File: config.mk
export PLATFORM = sky130hd
export DESIGN_NAME = rom_search_unit
export DESIGN_NICKNAME = d
export VERILOG_FILES = /design/src/rtl/rom_search_unit.sv
export SDC_FILE = /design/constraint.sdc
export NUM_CORES = 1
export LEC_CHECK = 0
export ABC_CLOCK_PERIOD_IN_PS = 2050
export CAP_MARGIN = 20
export CORE_MARGIN = 2
export CORE_UTILIZATION = 35
export DETAILED_ROUTE_END_ITERATION = 10
export HOLD_SLACK_MARGIN = 0.12
export SLEW_MARGIN = 25
export SYNTH_ARGS = -nofsm -noshare
export SYNTH_HDL_FRONTEND = slang
export SYNTH_SLANG_ARGS = --single-unit
File: constraint.sdc
create_clock -name CLK -period 2.05 [get_ports CLK]
set_clock_uncertainty 0.2 [all_clocks]
set_input_delay 0.3075 -clock CLK [delete_from_list [all_inputs] [get_ports CLK]]
set_output_delay 0.3075 -clock CLK [all_outputs]
set_load 0.1 [all_outputs]
File: src/rtl/rom_search_unit.sv
// ---------------------------------------------------------------------------
// rom_search_unit
//
// Purpose:
//   Sequential search controller placed directly upstream of a MaskROM.
//   On a start request it sweeps the ROM addresses in ascending order and
//   compares each word against a search key that was latched with start.
//   It reports whether a match was found, the first matching address and
//   the total number of matching words. A start/busy/done handshake faces
//   the system-level controller.
//
// Optional feature (macro ROM_SEARCH_MASK_EN):
//   When defined, the key_mask port exists and is latched with start. The
//   match test becomes (rom_data & mask) == (key & mask). A zero mask
//   therefore matches every word. When the macro is not defined, an exact
//   compare is used.
//
// Ports:
//   CLK          in   system clock, rising edge
//   RST_N        in   asynchronous reset, active low
//   start        in   begin a new search (accepted only in IDLE)
//   stop_first   in   1 = finish at the first match (latched with start)
//   key          in   search key (latched with start)
//   key_mask     in   compare mask (only with ROM_SEARCH_MASK_EN)
//   rom_addr     out  address to the MaskROM
//   rom_data     in   combinational ROM data for rom_addr
//   busy         out  high while scanning
//   done         out  one-cycle pulse when the search completes
//   found        out  at least one match in the last search
//   first_addr   out  address of the first match (valid when found=1)
//   match_count  out  number of matching words in the last search
// ---------------------------------------------------------------------------
module rom_search_unit #(
  parameter int ADDR_W = 4,
  parameter int DATA_W = 8,
  parameter int CNT_W  = ADDR_W + 1
) (
  input  logic              CLK,
  input  logic              RST_N,
  input  logic              start,
  input  logic              stop_first,
  input  logic [DATA_W-1:0] key,
`ifdef ROM_SEARCH_MASK_EN
  input  logic [DATA_W-1:0] key_mask,
`endif
  output logic [ADDR_W-1:0] rom_addr,
  input  logic [DATA_W-1:0] rom_data,
  output logic              busy,
  output logic              done,
  output logic              found,
  output logic [ADDR_W-1:0] first_addr,
  output logic [CNT_W-1:0]  match_count
);

  typedef enum logic [1:0] {
    IDLE = 2'd0,
    SCAN = 2'd1,
    DONE = 2'd2
  } state_e;

  state_e              state_q,  state_d;
  logic [ADDR_W-1:0]   addr_q,   addr_d;
  logic                found_q,  found_d;
  logic [ADDR_W-1:0]   first_q,  first_d;
  logic [CNT_W-1:0]    count_q,  count_d;
  logic [DATA_W-1:0]   key_q,    key_d;
  logic                stop_q,   stop_d;
  logic                hit;
  logic                last_addr;

`ifdef ROM_SEARCH_MASK_EN
  logic [DATA_W-1:0]   mask_q,   mask_d;

  assign hit = ((rom_data & mask_q) == (key_q & mask_q));
`else
  assign hit = (rom_data == key_q);
`endif

  assign last_addr = (addr_q == {ADDR_W{1'b1}});

  // Next-state and result update logic.
  always_comb begin
    // NOTE: every signal written here gets a default first so no path
    // leaves it unassigned, which would otherwise infer a latch.
    state_d = state_q;
    addr_d  = addr_q;
    found_d = found_q;
    first_d = first_q;
    count_d = count_q;
    key_d   = key_q;
    stop_d  = stop_q;
`ifdef ROM_SEARCH_MASK_EN
    mask_d  = mask_q;
`endif

    unique case (state_q)
      IDLE: begin
        // Previous results stay visible until the next accepted start.
        if (start) begin
          key_d   = key;
          stop_d  = stop_first;
`ifdef ROM_SEARCH_MASK_EN
          mask_d  = key_mask;
`endif
          found_d = 1'b0;
          first_d = '0;
          count_d = '0;
          addr_d  = '0;
          state_d = SCAN;
        end
      end

      SCAN: begin
        if (hit) begin
          count_d = count_q + CNT_W'(1);
          if (!found_q) begin
            found_d = 1'b1;
            first_d = addr_q;
          end
        end
        // The address never wraps: the last word ends the sweep and the
        // final address is held through DONE.
        if (last_addr || (stop_q && hit)) begin
          state_d = DONE;
        end else begin
          addr_d = addr_q + ADDR_W'(1);
        end
      end

      DONE: begin
        state_d = IDLE;
      end

      default: begin
        state_d = IDLE;
      end
    endcase
  end

  always_ff @(posedge CLK or negedge RST_N) begin
    if (!RST_N) begin
      state_q <= IDLE;
      addr_q  <= '0;
      found_q <= 1'b0;
      first_q <= '0;
      count_q <= '0;
      key_q   <= '0;
      stop_q  <= 1'b0;
`ifdef ROM_SEARCH_MASK_EN
      mask_q  <= '0;
`endif
    end else begin
      // NOTE: state registers use non-blocking assignments so all of them
      // update together from the values present before the edge.
      state_q <= state_d;
      addr_q  <= addr_d;
      found_q <= found_d;
      first_q <= first_d;
      count_q <= count_d;
      key_q   <= key_d;
      stop_q  <= stop_d;
`ifdef ROM_SEARCH_MASK_EN
      mask_q  <= mask_d;
`endif
    end
  end

  assign rom_addr    = addr_q;
  assign busy        = (state_q == SCAN);
  assign done        = (state_q == DONE);
  assign found       = found_q;
  assign first_addr  = first_q;
  assign match_count = count_q;

endmodule

---- After elaboration in Yosys (flattened, before gate mapping) ----
Cells that the tools add are included.
cells by class
  add/subtract/negate cells ............... 2
  multiply operators ...................... 0
  divide/modulo/power cells ............... 0
  order comparisons ....................... 0
  eq/ne operators ......................... 9
  shift operators ......................... 0
  multiplexer cells ....................... 15
  bitwise gates (word level) .............. 0
  reductions and logical operators ........ 9
operators by type and width
  cell                                                                      count
  4-bit 2-to-1 mux                                                          4
  4-bit one-hot mux with 2 select lines                                     2
  5-bit 2-to-1 mux                                                          2
  5-bit one-hot mux with 2 select lines                                     1
  8-bit equality test                                                       1
  2-bit inequality test (second input constant)                             3
  3-bit AND reduction                                                       2
  5-bit by 1-bit adder with 5-bit output (second input constant)            1
  4-bit by 1-bit adder with 4-bit output (second input constant)            1
  4-bit equality test (second input constant)                               1
  2-bit 2-to-1 mux                                                          2
  2-bit by 1-bit inequality test with 1-bit output (second input constant)  2
  2-bit one-hot mux with 2 select lines                                     1
  2-bit AND reduction                                                       2
  4-bit AND reduction                                                       1
  2-bit by 1-bit equality test with 1-bit output (second input constant)    1
  2-bit equality test (second input constant)                               1
  2-bit logical NOT                                                         1
  1-bit 2-to-1 mux                                                          2
  1-bit one-hot mux with 2 select lines                                     1
  2-bit nonzero test                                                        1
  1-bit logical AND                                                         1
  1-bit logical OR                                                          1
word-level totals
  register bits ........................... 25
  bits in latches ......................... 0
  RAM bits ................................ 0
  bits in read-only memories .............. 0
  bits of input ports ..................... 20
  output and inout port bits .............. 16
  logic and storage cells ................. 42
  memories ................................ 0

---- Longest topological paths before layout ----
  word-level depth ........................ 5
  mapped depth ............................ 6
  depth with buffers taken out ............ 5

---- Least setup slack after synthesis ----
Ideal clock, no wire load.
  path kind ............................... reg-to-output
  from .................................... reg state_q[0]
  to ...................................... out done
  arrival ................................. 1.718 ns
  data required time ...................... 1.542 ns
  path slack .............................. -0.176 ns
  cell stages (with the launch flop) ...... 2
  buffers on the path ..................... 0
  path through ............................ dfrtp_1 nor2b_1
on the way
  word-level cells in the longest chain between the ends .. 1
ends and longest elaborated chain
  item                      line  source
  start: declaration        61    state_e state_q, state_d;
  start signal: assignment  155   state_q <= state_d;
  2-bit equality test       170   assign done = (state_q == DONE);
  end: declaration          49    output logic done,
No other way between the ends.

---- Worst setup path in the final report ----
  from .................................... in rom_data[2]
  to ...................................... reg first_q[1] (netlist: first_addr[1])
on the way
  word-level cells in the longest chain between the ends .. 3
ends and longest elaborated chain
  item                                                        line  source
  start: declaration                                          47    input logic [DATA_W-1:0] rom_data,
  8-bit equality test                                         76    assign hit = (rom_data == key_q);
  2-bit by 1-bit inequality test with 1-bit output (no line)  -
  4-bit AND reduction (no line)                               -
  end signal: assignment                                      158   first_q <= first_d;
  end: declaration                                            64    logic [ADDR_W-1:0] first_q, first_d;
No other way between the ends.
A chain may end at the register's enable or synchronous reset.

==> summary.md <==
| Metric | Value |
|---|---|
| Synth area leaders | `dfrtp_1 52%, mux2_1 8.4%, xnor2_1 5.8%, nand2_1 4.7%, mux2i_1 4.2%` |
| IO Pins | `36` |
| Routed Antenna Nets | `0` |
| Die Wd | `62.61 um` |
| Pin count of the biggest net entering global routing | `26` |
| R2R depth | `5` |
| Fin util | `54.61%` |
| Seq/Total Area, Yosys | `52.03%` |
| Syn nets | `130` |
| Max-slew headroom | `77.07%` |
| RSZ-0062 raised after global routing | `true` |
| Total clock sinks | `25` |
| Post-CTS setup repair buffer count | `0` |
| Largest area contributor in the netlist | `dfrtp_1` |
| Die height | `62.61 um` |
| Final min period | `1.968 ns` |
| Post-DR vias/cell | `4.731` |
| CTS clk-pin slew, worst paths | `0.13 ns` |
| NumNets Final | `174` |
| Diode count | `0` |
| # setup viols final | `0` |
| Vias in the first global route | `963` |
| Crit path kind | `in -> reg` |
| Crit path max fanout | `6` |
| First-pass GRT wire length | `4416 um` |
| Row Count | `21` |
| # DRC | `0` |
| H-tree depth | `1` |
| GRT Util Overall | `13.98%` |
| Worst Hold Class | `in -> async` |
| Final Hold Viols | `0` |
| Worst vdd ir | `0.8674 mV` |
| Ys Warns | `0` |
| Startpoint types | `input port` |
| Die area | `3920 um2` |
| GP Congestion | `0.7268` |
| Synth Instances | `108` |
| P per Cell Area | `1326 nW/um2` |
| Max-Cap Viols | `0` |
| CTS Buffer Depth | `2` |
| Data arrival, critical path | `2.01 ns` |
| RR Startpoint | `key_q[1]` |
| Max Transition Viols Final | `0` |
| Layout cells sized above 1 | `21.19%` |
| Layout overhead on the synthesized area | `50.36%` |
| R2R Setup Slk | `0.08 ns` |
| WL per Instance | `12.39 um` |
| PostCTS Resize Cnt | `0` |
| Outcome | `finished clean` |
| Num CTS Buffers | `3` |
| Dpl hpwl | `1877 um` |
| Initial antenna violation count | `0` |
| P_leak | `0.7816 nW` |
| Hold-fix buffers, CTS | `0` |
| GRT Residual Overflow | `0` |
| Fin Hold WS | `0.1341 ns` |
| Fmax achieved | `508.0 MHz` |
| Top cell type's share of synthesized area | `52.03%` |
| Clock insertion delay at the later pin of the skew report | `0.31 ns` |
| Initial detailed-routing violation count | `30` |
| WL final | `2440 um` |
| Via count | `932` |
| Reg2reg end | `first_addr[1]` |
| Synthesized area per cell | `11.13 um2` |
| Drt first pass iters | `4` |
| Core Area | `3311 um2` |
| Cell Area, Synth | `1202 um2` |
| Clock root buffer master | `clkbuf_4` |
| Initial Util | `36.32%` |
| Yosys cell types | `31` |
| Final Cycle Share | `96.02%` |
| Critical Path RT | `2.09 ns` |
| CP endpoint kind | `flop` |
| #FFs+latches synth | `25` |
| Buffers on Ports | `35` |
| CTS tree | `done` |
| Worst Tran Pin Value | `0.3397 ns` |
==> area by class of cell <==
cell class,instances,area [um2]
clock buffers,4,26.28
multi-input cells,74,538.0
repair buffers,42,538.0
inverters,6,22.52
flip-flops and latches,25,625.6
fillers,326,1503
well taps,46,57.56
==> through the flow <==
| stage | instances | setup TNS (ns) | instance area [um2] | total power [mW] | worst slack (ns) |
|---|---|---|---|---|---|
| 6_report | 197 | 0 | 1808 | 2.398 | 0.08159 |
| 5_1_grt | 197 | -0.02414 | 1808 | 2.538 | -0.01476 |
| 4_1_cts | 196 | 0 | 1800 | 2.410 | 0.06718 |
| 3_5_place_dp | 192 | -2.735 | 1774 | 2.187 | -0.2721 |
| 3_3_place_gp | 192 | -2.095 | 1774 | 2.153 | -0.1825 |
| 2_1_floorplan | 108 | 0 | 1205 | 1.679 | 0.04684 |
==> layout by cell type, fill, tap and decap left out, types with 2 or more instances in the layout <==
master           instances
xor2_1                   2
clkbuf_4                 3
mux2_1                   9
nand3_1                 10
ha_1                     2
inv_1                    5
o21ai_1                  4
clkdlybuf4s50_1         19
nand2_1                 15
a21oi_1                  2
buf_12                  14
buf_4                    9
dfrtp_1                 25
xnor2_1                  8
mux2i_1                  5
==> cell families after synthesis <==
kind of cell	Yosys count	synth area share, %
compound gates	11	6.140
xor+xnor	10	7.285
simple gates	37	16.44
fa+ha+maj	2	2.081
buf+inv	9	3.434
flops	25	52.03
mux	14	12.59
==> report_power, final <==
part,switching [mW],internal [mW]
clock,0.141,0.0761
sequential,0.177,0.652
combinational,0.798,0.554
total,1.12,1.28
==> flip-flops by register name, summed over array words and instances (netlist names) <==
signal and count:
rom_addr 4, first_addr 4, state_q 2, key_q 8
match_count 5, found 1, stop_q 1
==> Yosys cell counts (all sizes together) <==
master and n:
dfrtp 25, nand2 15, nand3 11, mux2 9, xnor2 8, inv 6, mux2i 5, o21ai 4
a21oi 2, clkbuf 2, ha 2, nor2 2, or4 2, xor2 2, a31o 1, buf 1
nand2b 1, nand3b 1, nand4 1, nand4b 1, nor2b 1, nor4 1, o211ai 1, o22ai 1
o311ai 1, o31ai 1, or3 1
==> worst max-delay path by stage <==
| stage | startpoint | end | slack (ns) | cells past startpoint |
|---|---|---|---|---|
| final | rom_data[2] | first_addr[1] | 0.08 | 6 |
| after global routing | key_q[2] | first_addr[1] | -0.01 | 5 |
| after CTS | key_q[1] | first_addr[1] | 0.07 | 5 |
| after detailed placement | rom_data[2] | first_addr[1] | -0.27 | 6 |
| after global placement | rom_data[2] | match_count[2] | -0.18 | 6 |
| after floorplan | rom_addr[0] | rom_addr[0] | 0.05 | 4 |
==> critical path, stage by stage <==
cell and delay [ns]:
clkdlybuf4s50_1 0.47, xnor2_1 0.11, nand2_1 0.11, or4_4 0.60, nor2_4 0.18, mux2i_1 0.22
==> metal layers <==
metal / vias up / track usage [%] / share of wire, %
met2: 28 / 22.58 / 47
met4: 0 / 6.667 / 1.8
li1: 461 / - / -
met3: 4 / 1.802 / 4.2
met5: - / 0 / 0
met1: 439 / 18.61 / 47
Note: power is estimated with default switching activity, not from simulation.
